===== src/rtl/router_reg_param.sv =====
// ---------------------------------------------------------------------------
// router_reg_param
//
// Router input register stage. It sits between the router input FSM and
// the per-channel output FIFOs. It captures the packet header and forwards
// the header, payload and check bytes to the FIFOs. While the selected FIFO
// is full it holds one byte. It keeps a running packet check (XOR parity or
// modulo-2^DATA_W sum) and flags a mismatch against the check byte that
// ends each packet.
//
// Parameters:
//   DATA_W   - byte width; header = {length[DATA_W-1:ADDR_W], addr[ADDR_W-1:0]}
//   ADDR_W   - width of the header address field
//   NUM_CH   - number of valid channels; headers with addr >= NUM_CH are ignored
//   CHK_MODE - 0 = XOR parity, 1 = additive checksum (carries dropped)
//
// Ports:
//   clk, rst        - rising-edge clock, synchronous active-high reset
//   pkt_valid       - source packet valid, low on the check byte
//   data_in         - input byte
//   fifo_full       - selected output FIFO is full
//   detect_add, lfd_state, ld_state, laf_state, full_state
//                   - one-hot state indications from the input FSM
//   rst_int_reg     - FSM request to clear low_pkt_valid
//   parity_done     - external check byte captured
//   low_pkt_valid   - check byte seen while loading
//   err             - check mismatch, valid one cycle after parity_done rises
//   dout, dout_valid- byte to the FIFO and its write enable
//   len_err         - (optional) payload count differs from header length
//
// Optional feature, macro ROUTER_LEN_CHECK_EN: adds a payload byte counter
// compared against the header length field. It contributes to err and
// drives the extra len_err output.
// ---------------------------------------------------------------------------
module router_reg_param #(
    parameter int DATA_W   = 8,
    parameter int ADDR_W   = 2,
    parameter int NUM_CH   = 3,
    parameter int CHK_MODE = 0
) (
    input  logic              clk,
    input  logic              rst,
    input  logic              pkt_valid,
    input  logic [DATA_W-1:0] data_in,
    input  logic              fifo_full,
    input  logic              detect_add,
    input  logic              lfd_state,
    input  logic              ld_state,
    input  logic              laf_state,
    input  logic              full_state,
    input  logic              rst_int_reg,
    output logic              parity_done,
    output logic              low_pkt_valid,
    output logic              err,
    output logic [DATA_W-1:0] dout,
    output logic              dout_valid
`ifdef ROUTER_LEN_CHECK_EN
    ,
    output logic              len_err
`endif
);

`ifdef ROUTER_LEN_CHECK_EN
    localparam int LEN_W = DATA_W - ADDR_W;
`endif

    // One step of the running packet check.
    function automatic logic [DATA_W-1:0] chk_acc(input logic [DATA_W-1:0] acc,
                                                  input logic [DATA_W-1:0] b);
        if (CHK_MODE == 0) begin
            return acc ^ b;
        end else begin
            return acc + b;
        end
    endfunction

    logic [DATA_W-1:0] hdr_q, hdr_d;
    logic [DATA_W-1:0] hold_q, hold_d;
    logic              hold_full_q, hold_full_d;
    logic [DATA_W-1:0] int_chk_q, int_chk_d;
    logic [DATA_W-1:0] ext_chk_q, ext_chk_d;
    logic [DATA_W-1:0] dout_q, dout_d;
    logic              dout_valid_q, dout_valid_d;
    logic              low_pkt_valid_q, low_pkt_valid_d;
    logic              parity_done_q, parity_done_d;
    logic              parity_dly_q, parity_dly_d;
    logic              err_q, err_d;
`ifdef ROUTER_LEN_CHECK_EN
    logic [LEN_W-1:0]  cnt_q, cnt_d;
    logic              len_err_q, len_err_d;
    logic              len_bad;
`endif

    logic hdr_addr_ok;
    logic payload_acc;
    logic parity_rise;
    logic mismatch;

    always_comb begin
        hdr_d           = hdr_q;
        hold_d          = hold_q;
        hold_full_d     = hold_full_q;
        int_chk_d       = int_chk_q;
        ext_chk_d       = ext_chk_q;
        dout_d          = dout_q;
        dout_valid_d    = 1'b0;
        low_pkt_valid_d = low_pkt_valid_q;
        parity_done_d   = parity_done_q;
        parity_dly_d    = parity_done_q;
        err_d           = err_q;

        hdr_addr_ok = ({1'b0, data_in[ADDR_W-1:0]} < (ADDR_W+1)'(NUM_CH));
        payload_acc = ld_state && pkt_valid && !full_state;
        parity_rise = parity_done_q && !parity_dly_q;

        if (detect_add && pkt_valid && hdr_addr_ok) begin
            hdr_d = data_in;
        end

        if (detect_add) begin
            int_chk_d = '0;
        end else if (lfd_state) begin
            int_chk_d = chk_acc(int_chk_q, hdr_q);
        end else if (payload_acc) begin
            int_chk_d = chk_acc(int_chk_q, data_in);
        end

        // The hold register keeps only the first byte that arrives while the
        // FIFO is full. hold_full blocks later overwrites until the byte
        // drains in laf_state.
        if (lfd_state) begin
            dout_d       = hdr_q;
            dout_valid_d = 1'b1;
        end else if (ld_state) begin
            if (!fifo_full) begin
                dout_d       = data_in;
                dout_valid_d = 1'b1;
            end else if (!hold_full_q) begin
                hold_d      = data_in;
                hold_full_d = 1'b1;
            end
        end else if (laf_state) begin
            dout_d       = hold_q;
            dout_valid_d = 1'b1;
            hold_full_d  = 1'b0;
        end
        if (detect_add) begin
            hold_full_d = 1'b0;
        end

        if (ld_state && !pkt_valid) begin
            low_pkt_valid_d = 1'b1;
        end else if (rst_int_reg) begin
            low_pkt_valid_d = 1'b0;
        end

        // When the check byte arrives against a full FIFO, it is taken from
        // the hold register once the FIFO drains in laf_state.
        if (ld_state && !fifo_full && !pkt_valid) begin
            ext_chk_d     = data_in;
            parity_done_d = 1'b1;
        end else if (laf_state && low_pkt_valid_q && !parity_done_q) begin
            ext_chk_d     = hold_q;
            parity_done_d = 1'b1;
        end else if (detect_add) begin
            ext_chk_d     = '0;
            parity_done_d = 1'b0;
        end

`ifdef ROUTER_LEN_CHECK_EN
        cnt_d     = cnt_q;
        len_err_d = len_err_q;
        len_bad   = (cnt_q != hdr_q[DATA_W-1:ADDR_W]);
        if (detect_add) begin
            cnt_d = '0;
        end else if (payload_acc) begin
            cnt_d = cnt_q + LEN_W'(1);
        end
        if (detect_add) begin
            len_err_d = 1'b0;
        end else if (parity_rise) begin
            len_err_d = len_bad;
        end
        mismatch = (ext_chk_q != int_chk_q) || len_bad;
`else
        mismatch = (ext_chk_q != int_chk_q);
`endif

        // The compare waits one cycle after parity_done rises. By then the
        // external check byte is registered and int_chk holds the whole
        // packet.
        if (detect_add) begin
            err_d = 1'b0;
        end else if (parity_rise) begin
            err_d = mismatch;
        end
    end

    always_ff @(posedge clk) begin
        if (rst) begin
            hdr_q           <= '0;
            hold_q          <= '0;
            hold_full_q     <= 1'b0;
            int_chk_q       <= '0;
            ext_chk_q       <= '0;
            dout_q          <= '0;
            dout_valid_q    <= 1'b0;
            low_pkt_valid_q <= 1'b0;
            parity_done_q   <= 1'b0;
            parity_dly_q    <= 1'b0;
            err_q           <= 1'b0;
`ifdef ROUTER_LEN_CHECK_EN
            cnt_q           <= '0;
            len_err_q       <= 1'b0;
`endif
        end else begin
            hdr_q           <= hdr_d;
            hold_q          <= hold_d;
            hold_full_q     <= hold_full_d;
            int_chk_q       <= int_chk_d;
            ext_chk_q       <= ext_chk_d;
            dout_q          <= dout_d;
            dout_valid_q    <= dout_valid_d;
            low_pkt_valid_q <= low_pkt_valid_d;
            parity_done_q   <= parity_done_d;
            parity_dly_q    <= parity_dly_d;
            err_q           <= err_d;
`ifdef ROUTER_LEN_CHECK_EN
            cnt_q           <= cnt_d;
            len_err_q       <= len_err_d;
`endif
        end
    end

    assign parity_done   = parity_done_q;
    assign low_pkt_valid = low_pkt_valid_q;
    assign err           = err_q;
    assign dout          = dout_q;
    assign dout_valid    = dout_valid_q;
`ifdef ROUTER_LEN_CHECK_EN
    assign len_err       = len_err_q;
`endif

endmodule


===== config.mk =====
export PLATFORM = sky130hd
export DESIGN_NAME = router_reg_param
export DESIGN_NICKNAME = d
export VERILOG_FILES = /design/src/rtl/router_reg_param.sv
export SDC_FILE = /design/constraint.sdc
export NUM_CORES = 1
export LEC_CHECK = 0
export ABC_AREA = 1
export CAP_MARGIN = 25
export CORE_ASPECT_RATIO = 1.1
export CORE_MARGIN = 5
export CORE_UTILIZATION = 48
export CTS_CLUSTER_DIAMETER = 100
export DETAILED_ROUTE_END_ITERATION = 7
export HOLD_SLACK_MARGIN = 0.06
export PLACE_DENSITY = 0.71
export SETUP_SLACK_MARGIN = 0.15
export SYNTH_ARGS = -nofsm -noshare
export SYNTH_HDL_FRONTEND = slang
export SYNTH_SLANG_ARGS = --single-unit

===== constraint.sdc =====
create_clock -name clk -period 1.2 [get_ports clk]
set_clock_uncertainty 0.1 [all_clocks]
set_input_delay 0.18 -clock clk [delete_from_list [all_inputs] [get_ports clk]]
set_output_delay 0.18 -clock clk [all_outputs]
set_load 0.02 [all_outputs]

* Word level (Yosys, flattened, before mapping)
Index checks and enable logic that the tools add are counted.
Operators by class: $add $sub $neg 0, $mul 0, div/mod/pow operators 0, $lt $le $gt $ge 1, equal/unequal tests 3, shift operators 0, multiplexer cells 21, bitwise logic cells 4, reduce and logical (&&, ||, !) cells 24
Operators with widths (number):
- 8-bit 2-to-1 mux | 9
- 8-bit XOR | 2
- 1-bit 2-to-1 mux | 12
- 1-bit logical AND | 10
- 8-bit != test | 1
- 2-bit nonzero test | 3
- 3-bit nonzero test | 2
- 1-bit logical NOT | 5
- 4-bit AND reduction | 1
- 3-bit != test (second input constant) | 1
- 3-bit AND reduction | 1
- 2-bit less-than comparator (second input constant) | 1
- 2-bit != test (second input constant) | 1
- 1-bit NOT | 2
- 2-bit AND reduction | 1
- 2-bit OR reduction | 1
Storage, ports and cells: register bits after elaboration 46, bits in latches 0, memory bits (writable) 0, memory bits (read-only) 0, memories 0

* Logic depth before layout (Yosys ltp)
Gate-level depths: netlist (run 1).
word-level depth 4, mapped depth 7, depth with buffers taken out 7

* Worst setup path before layout (run 1)
Ideal clock, no wire load.
kind reg2reg, start point register parity_done_q, in the netlist parity_done, end point register ext_chk_q[5], library setup time 0.112 ns, arrival 1.138 ns, data required time 0.988 ns, path slack -0.149 ns, cell stages (with the launch flop) 8, buffers on the path 0, period minus slack after synthesis 1.349 ns, cell sequence dfxtp_1 inv_1 nand3_1 nand2_1 nor2_2 nand2_1 nand2_1 nor2_1
On the way: longest elaborated chain between the ends 4
Ends and longest elaborated chain:
- start, declared | line 85 | logic parity_done_q, parity_done_d;
- start signal, assigned | line 225 | parity_done_q <= parity_done_d;
- 1-bit logical NOT * | line 162 | end else if (laf_state && low_pkt_valid_q && !parity_done_q) begin
- 1-bit logical AND * | line 162
- 8-bit 2-to-1 mux | line 162
- 8-bit 2-to-1 mux | line 159 | if (ld_state && !fifo_full && !pkt_valid) begin
- end signal, assigned | line 221 | ext_chk_q <= ext_chk_d;
- end, declared | line 81 | logic [DATA_W-1:0] ext_chk_q, ext_chk_d;
Every way passes the cells marked *; elsewhere a longest branch is shown, timed or not. A chain may end at the register's enable or synchronous reset.

* Final worst setup path (run 1)
start point register low_pkt_valid_q, in the netlist low_pkt_valid, end point output port low_pkt_valid
RTL lines:
- start, declared | line 84 | logic low_pkt_valid_q, low_pkt_valid_d;
- start signal, assigned | line 224 | low_pkt_valid_q <= low_pkt_valid_d;
- end, declared | line 53 | output logic low_pkt_valid,
No word-level cell between the ends.

==> impl_metrics.tcl, run 1 <==
set metrics [dict create \
    status "completed" \
    cp_slowest_stage_delay_ps 360 \
    fin_cells 436 \
    gr-usage-all-layers 0.229 \
    synth_top_cell_by_area "dfxtp_1" \
    viasPerCell 5.29 \
    clk_latency_ps 290 \
    fp-row-count 25 \
    dp.cells 416 \
    path_delay_family "flip-flops" \
    dieHeight_um 79.8 \
    yosysUniqueCellTypes 20 \
    final.period_utilization 0.989 \
    grt_pass1_wl_mm 10.3 \
    start_util 0.495 \
    yosys_warnings 0 \
    final_common_cell "nand2_1" \
    multi_input_area_mm2 0.00119 \
    fin_nets 400 \
    power_density_mw_per_mm2 1070 \
    cts_sinks 46 \
    synth_nets 331 \
    drc_errors 0 \
    antenna_found_initial 0 \
    fill_cells 345 \
    ant_nets 0 \
    p_sw_uw 911 \
    critPathKind "reg -> out" \
    worstPathArrival_ps 910 \
    critPathCaptureType "output pin" \
    avgRoutedWirePerCell_um 14.6 \
    worst_ir_drop_vdd_v 0.000767 \
    die_x_um 73.4 \
    drt_iter0_drc 103 \
    clockRootBuffer "clkbuf_8" \
    io_buffers 29 \
    pin_count 30 \
    cts_tree "yes" \
    leakage_nw 1.40 \
    rsz0062_at_grt "true" \
    power_switching_share 0.276 \
    gp_congestion 0.836 \
    final_util 0.720 \
    first_pass_iters 4 \
    p_total_mw 3.30 \
    vias 2307 \
    most-common-layout-cells "nand2_1, a21oi_1, dfxtp_1" \
    power_frac_clock 0.285 \
    path_buf_inv 2 \
    first_global_vias 2122 \
    synth_area_leaders "dfxtp_1, nand2_1, a21oi_1" \
    cts_max_level 2 \
    ys_seq_area_frac 0.434 \
    fp.coreArea_mm2 0.00429 \
    hp-class "in -> reg" \
    timing.slew.headroom 0.834 \
    ys_ff_latch 46 \
    crit_chain "buf_4, buf_6" \
    cts_buffer_depth 2 \
    critPathSlowestCell "dfxtp_4" \
    diodes 0 \
    tns_ps 0 \
    fmax_ghz 0.843 \
    wl_mm 6.35 \
    path_clk_slew_ps 80 \
    seqPwrFrac 0.504 \
    hpwl_mm 4.19 \
    cp_max_fo 4 \
    setup_viol 0 \
    period_minus_slack_ps 1190 \
    worst-slew-pin-transition_ps 249 \
    gr-total-overflow 0 \
    p_int_mw 2.39 \
    cp.required_ps 920 \
    start_kind "flop" \
    finalMaxSlewViolations 0 \
    synth_area_mm2 0.00212 \
    finalHoldViolations 0 \
    regArea_um2 941 \
    maxCapViolations 0 \
    grt_max_degree 27 \
    drive_gt1_frac 0.298 \
    timing.hold.ws_ps 57.0 \
    synth_cells 313 \
    numCtsBuffers 5 \
    avgSynthCellArea_um2 6.78 \
    die_area_mm2 0.00586 \
    pwr-share-comb 0.211 \
    syn_to_final_growth_pct 45.3 \
    synth_top_area_share 0.434 \
]
==> metal layers <==
layer	up-vias	GRT usage	share of wire
li1	1160	-	-
met1	1055	0.294	0.45
met2	82	0.380	0.48
met3	10	0.0491	0.060
met4	0	0.0707	0.017
met5	-	0	0
==> area by class of cell <==
type,count,area share
clock buffer,7,0.0280
inverter,35,0.0442
tap,54,0.0219
multi-input combinational,226,0.385
sequential,46,0.305
timing repair buffer,68,0.216
==> synthesized netlist by cell type, drive strengths merged <==
cell / count
clkbuf: 3
nand2: 76
nor3: 1
nand3: 14
a21boi: 3
o21a: 4
inv: 35
dfxtp: 46
a31oi: 1
o21ai: 40
buf: 6
nor2: 36
a21oi: 45
xnor2: 3
==> path summary, 6_finish.rpt <==
| kind | depth (start not counted) | to | startpoint | slack, ps |
|---|---|---|---|---|
| max | 2 | low_pkt_valid | low_pkt_valid | 10 |
| min | 2 | low_pkt_valid | rst | 60 |
| max reg2reg | 6 | ext_chk_q[4] | low_pkt_valid | 40 |
| min reg2reg | 2 | ext_chk_q[0] | ext_chk_q[0] | 370 |
==> logic make-up (layout without fill, tap and decap cells) <==
| logic type | count (synthesis) | in the layout | synth area share |
|---|---|---|---|
| buf+inv | 44 | 110 | 0.0819 |
| compound gates | 93 | 93 | 0.230 |
| flops | 46 | 46 | 0.434 |
| simple gates | 127 | 130 | 0.242 |
| xor+xnor | 3 | 3 | 0.0124 |
==> timing repair <==
item                                    CTS  global route
buffers inserted                          4             5
hold buffers                              0             0
pin swaps                                19            12
endpoints found under the setup margin   56            54
resized for setup                       115            47
gates cloned                              4             0
==> worst reg2reg max path, cell delays in order (launching register included) <==
cell     delay [ps]
dfxtp_4         360
buf_6           110
nand3_4          90
nand2_4          90
nor2_4          150
nand2_1          70
a21oi_1         130
==> power groups by stage <==
stage | clock network [mW] | registers, mW | logic [mW]
final | 0.939 | 1.66 | 0.697
after global routing | 1.02 | 1.67 | 0.758
after CTS | 0.971 | 1.66 | 0.644
after detailed placement | 0 | 1.68 | 0.584
after global placement | 0 | 1.68 | 0.574
after floorplan | 0 | 1.71 | 0.271
==> sequential cells by signal, indices dropped and copies added (netlist names) <==
name	count
dout	8
ext_chk_q	8
hdr_q	8
hold_q	8
int_chk_q	8
dout_valid	1
err	1
hold_full_q	1
low_pkt_valid	1
parity_dly_q	1
parity_done	1
==> stage by stage <==
| step | setup WS [ps] | instance area (um^2) |
|---|---|---|
| 2_1_floorplan | 98.5 | 2160 |
| 3_3_place_gp | -548 | 2720 |
| 3_5_place_dp | -605 | 2720 |
| 4_1_cts | 29.3 | 2970 |
| 5_1_grt | -40.5 | 3090 |
| 6_report | 13.2 | 3090 |
Power figures use the tool's default switching activity.
==> inputs of run 2 (changes only) <==
- CORE_MARGIN: 5 -> 1.5
==> run 2 against run 1 <==
Against the previous run:
- clock power up 4.2%
- clock-buffer cell count is the same
- cell count stayed put
- sequential cell count stayed put
- power increased by 1.2%
- critical path depth is 5 higher
- sequential power about the same
- setup slack improved by 56 ps
- largest power group unchanged
==> impl_metrics.tcl, run 2 (synthesized netlist as in run 1, its figures left out) <==
set metrics [dict create \
    drive_gt1_frac 0.314 \
    hp-class "in -> reg" \
    grt_max_degree 25 \
    diodes 0 \
    die_x_um 66.4 \
    fp-row-count 25 \
    finalMaxSlewViolations 0 \
    avgRoutedWirePerCell_um 14.1 \
    clk_latency_ps 300 \
    die_area_mm2 0.00483 \
    gr-usage-all-layers 0.269 \
    gp_congestion 0.823 \
    start_util 0.495 \
    clockRootBuffer "clkbuf_8" \
    drt_iter0_drc 143 \
    cts_sinks 46 \
    cts_buffer_depth 2 \
    critPathMostFrequentCell "nand2_1" \
    rsz0062_at_grt "true" \
    final_common_cell "nand2_1" \
    fp.coreArea_mm2 0.00429 \
    gr-total-overflow 0 \
    first_global_vias 2104 \
    numCtsBuffers 5 \
    antenna_found_initial 0 \
    pin_count 30 \
    placed_cell_area_mm2 0.00276 \
    cts_tree "yes" \
    wl_mm 6.14 \
    worst_ir_drop_vdd_v 0.00100 \
    power_density_mw_per_mm2 1080 \
    cp_slowest_stage_delay_ps 380 \
    path_delay_family "flip-flops" \
    critPathCaptureType "flop" \
    path_clk_slew_ps 80 \
    leakage_nw 1.37 \
    start_kind "flop" \
    vias 2294 \
    final.period_utilization 0.942 \
    fin_nets 399 \
    crit_chain "nand2_1, nor2_1, buf_4, nand2_1, nand2_1, o21ai_1, a21oi_1" \
    viasPerCell 5.26 \
    fmax_ghz 0.885 \
    maxCapViolations 0 \
    ant_nets 0 \
    most-common-layout-cells "nand2_1, a21oi_1, nor2_1, dfxtp_1, buf_4" \
    timing.slew.headroom 0.836 \
    period_minus_slack_ps 1130 \
    cp_max_fo 4 \
    fin_ws_ps 69.6 \
    grt_pass1_wl_mm 9.83 \
    hpwl_mm 4.09 \
    cp.required_ps 1340 \
    status "completed" \
    worst-slew-pin-transition_ps 246 \
    first_pass_iters 4 \
    worstPathArrival_ps 1270 \
    path_buf_inv 1 \
    post-place-ws_ps -575 \
    syn_to_final_growth_pct 45.8 \
    drc_errors 0 \
    critPathSlowestCell "dfxtp_4" \
    critPathKind "reg -> reg" \
    hold_buffers 0 \
    dieHeight_um 72.8 \
    io_buffers 29 \
    setup_viol 0 \
    fin_area_mm2 0.00310 \
    finalHoldViolations 0 \
    cts_max_level 2 \
]
==> run 2: cell types whose count changed in the layout (fill, tap and decap cells not counted), moves of 4 or more <==
cell	previous run	this run
nand2_2	3	8
o21ai_0	31	26
nor2_2	5	1
nand2_1	71	67
o21ai_1	3	9
a21oi_2	3	7
a21oi_1	41	37
==> run 2: worst min-delay path: stages <==
cell            delay, ps
dlymetal6s2s_1        130
o21ai_2                70
a21oi_1               100
==> run 2: report_power, final <==
part	switching, mW	internal [mW]	total (mW)
clock	0.513	0.465	0.978
combinational	0.380	0.314	0.695
sequential	0.0544	1.61	1.67
==> run 2: per-layer routing <==
metal  part of all wire  track usage  vias to the layer above
li1                   -            -                     1163
met1               0.45        0.352                     1046
met2               0.48        0.438                       71
met3              0.054       0.0586                       14
met4              0.020       0.0930                        0
met5                  0            0                        -
==> run 2: area by class of cell <==
cell class                      count  area [um^2]
Fill cell                         336         1190
Sequential cell                    46          943
Tap cell                           54         67.6
Clock inverter                      1         5.00
Inverter                           35          144
Timing Repair Buffer               67          642
Multi-Input combinational cell    226         1210
Clock buffer                        7         86.3
==> run 2: final timing paths <==
| check | start | to | slack, ps | cells past startpoint |
|---|---|---|---|---|
| hold / removal | data_in[4] | hold_q[4] | 110 | 3 |
| hold reg to reg | ext_chk_q[4] | ext_chk_q[4] | 380 | 2 |
| setup / recovery | low_pkt_valid | ext_chk_q[0] | 70 | 7 |
| setup reg to reg | low_pkt_valid | ext_chk_q[0] | 70 | 7 |
==> run 2: through the flow <==
step	utilization	hold slack, ps	TNS (ps)	instances	power (mW)
6_report	0.723	114	0	436	3.34
5_1_grt	0.723	143	-43.2	436	3.49
4_1_cts	0.697	300	0	435	3.31
3_5_place_dp	0.643	368	-19750	421	2.28
3_3_place_gp	0.643	355	-18270	421	2.27
2_1_floorplan	-	236	0	313	1.99
==> run 2: repair_timing <==
action / CTS / global route
gates cloned: 4 / 0
resized for setup: 126 / 43
pin swaps: 9 / 9
setup buffers: 2 / 1
setup endpoints to repair: 56 / 44
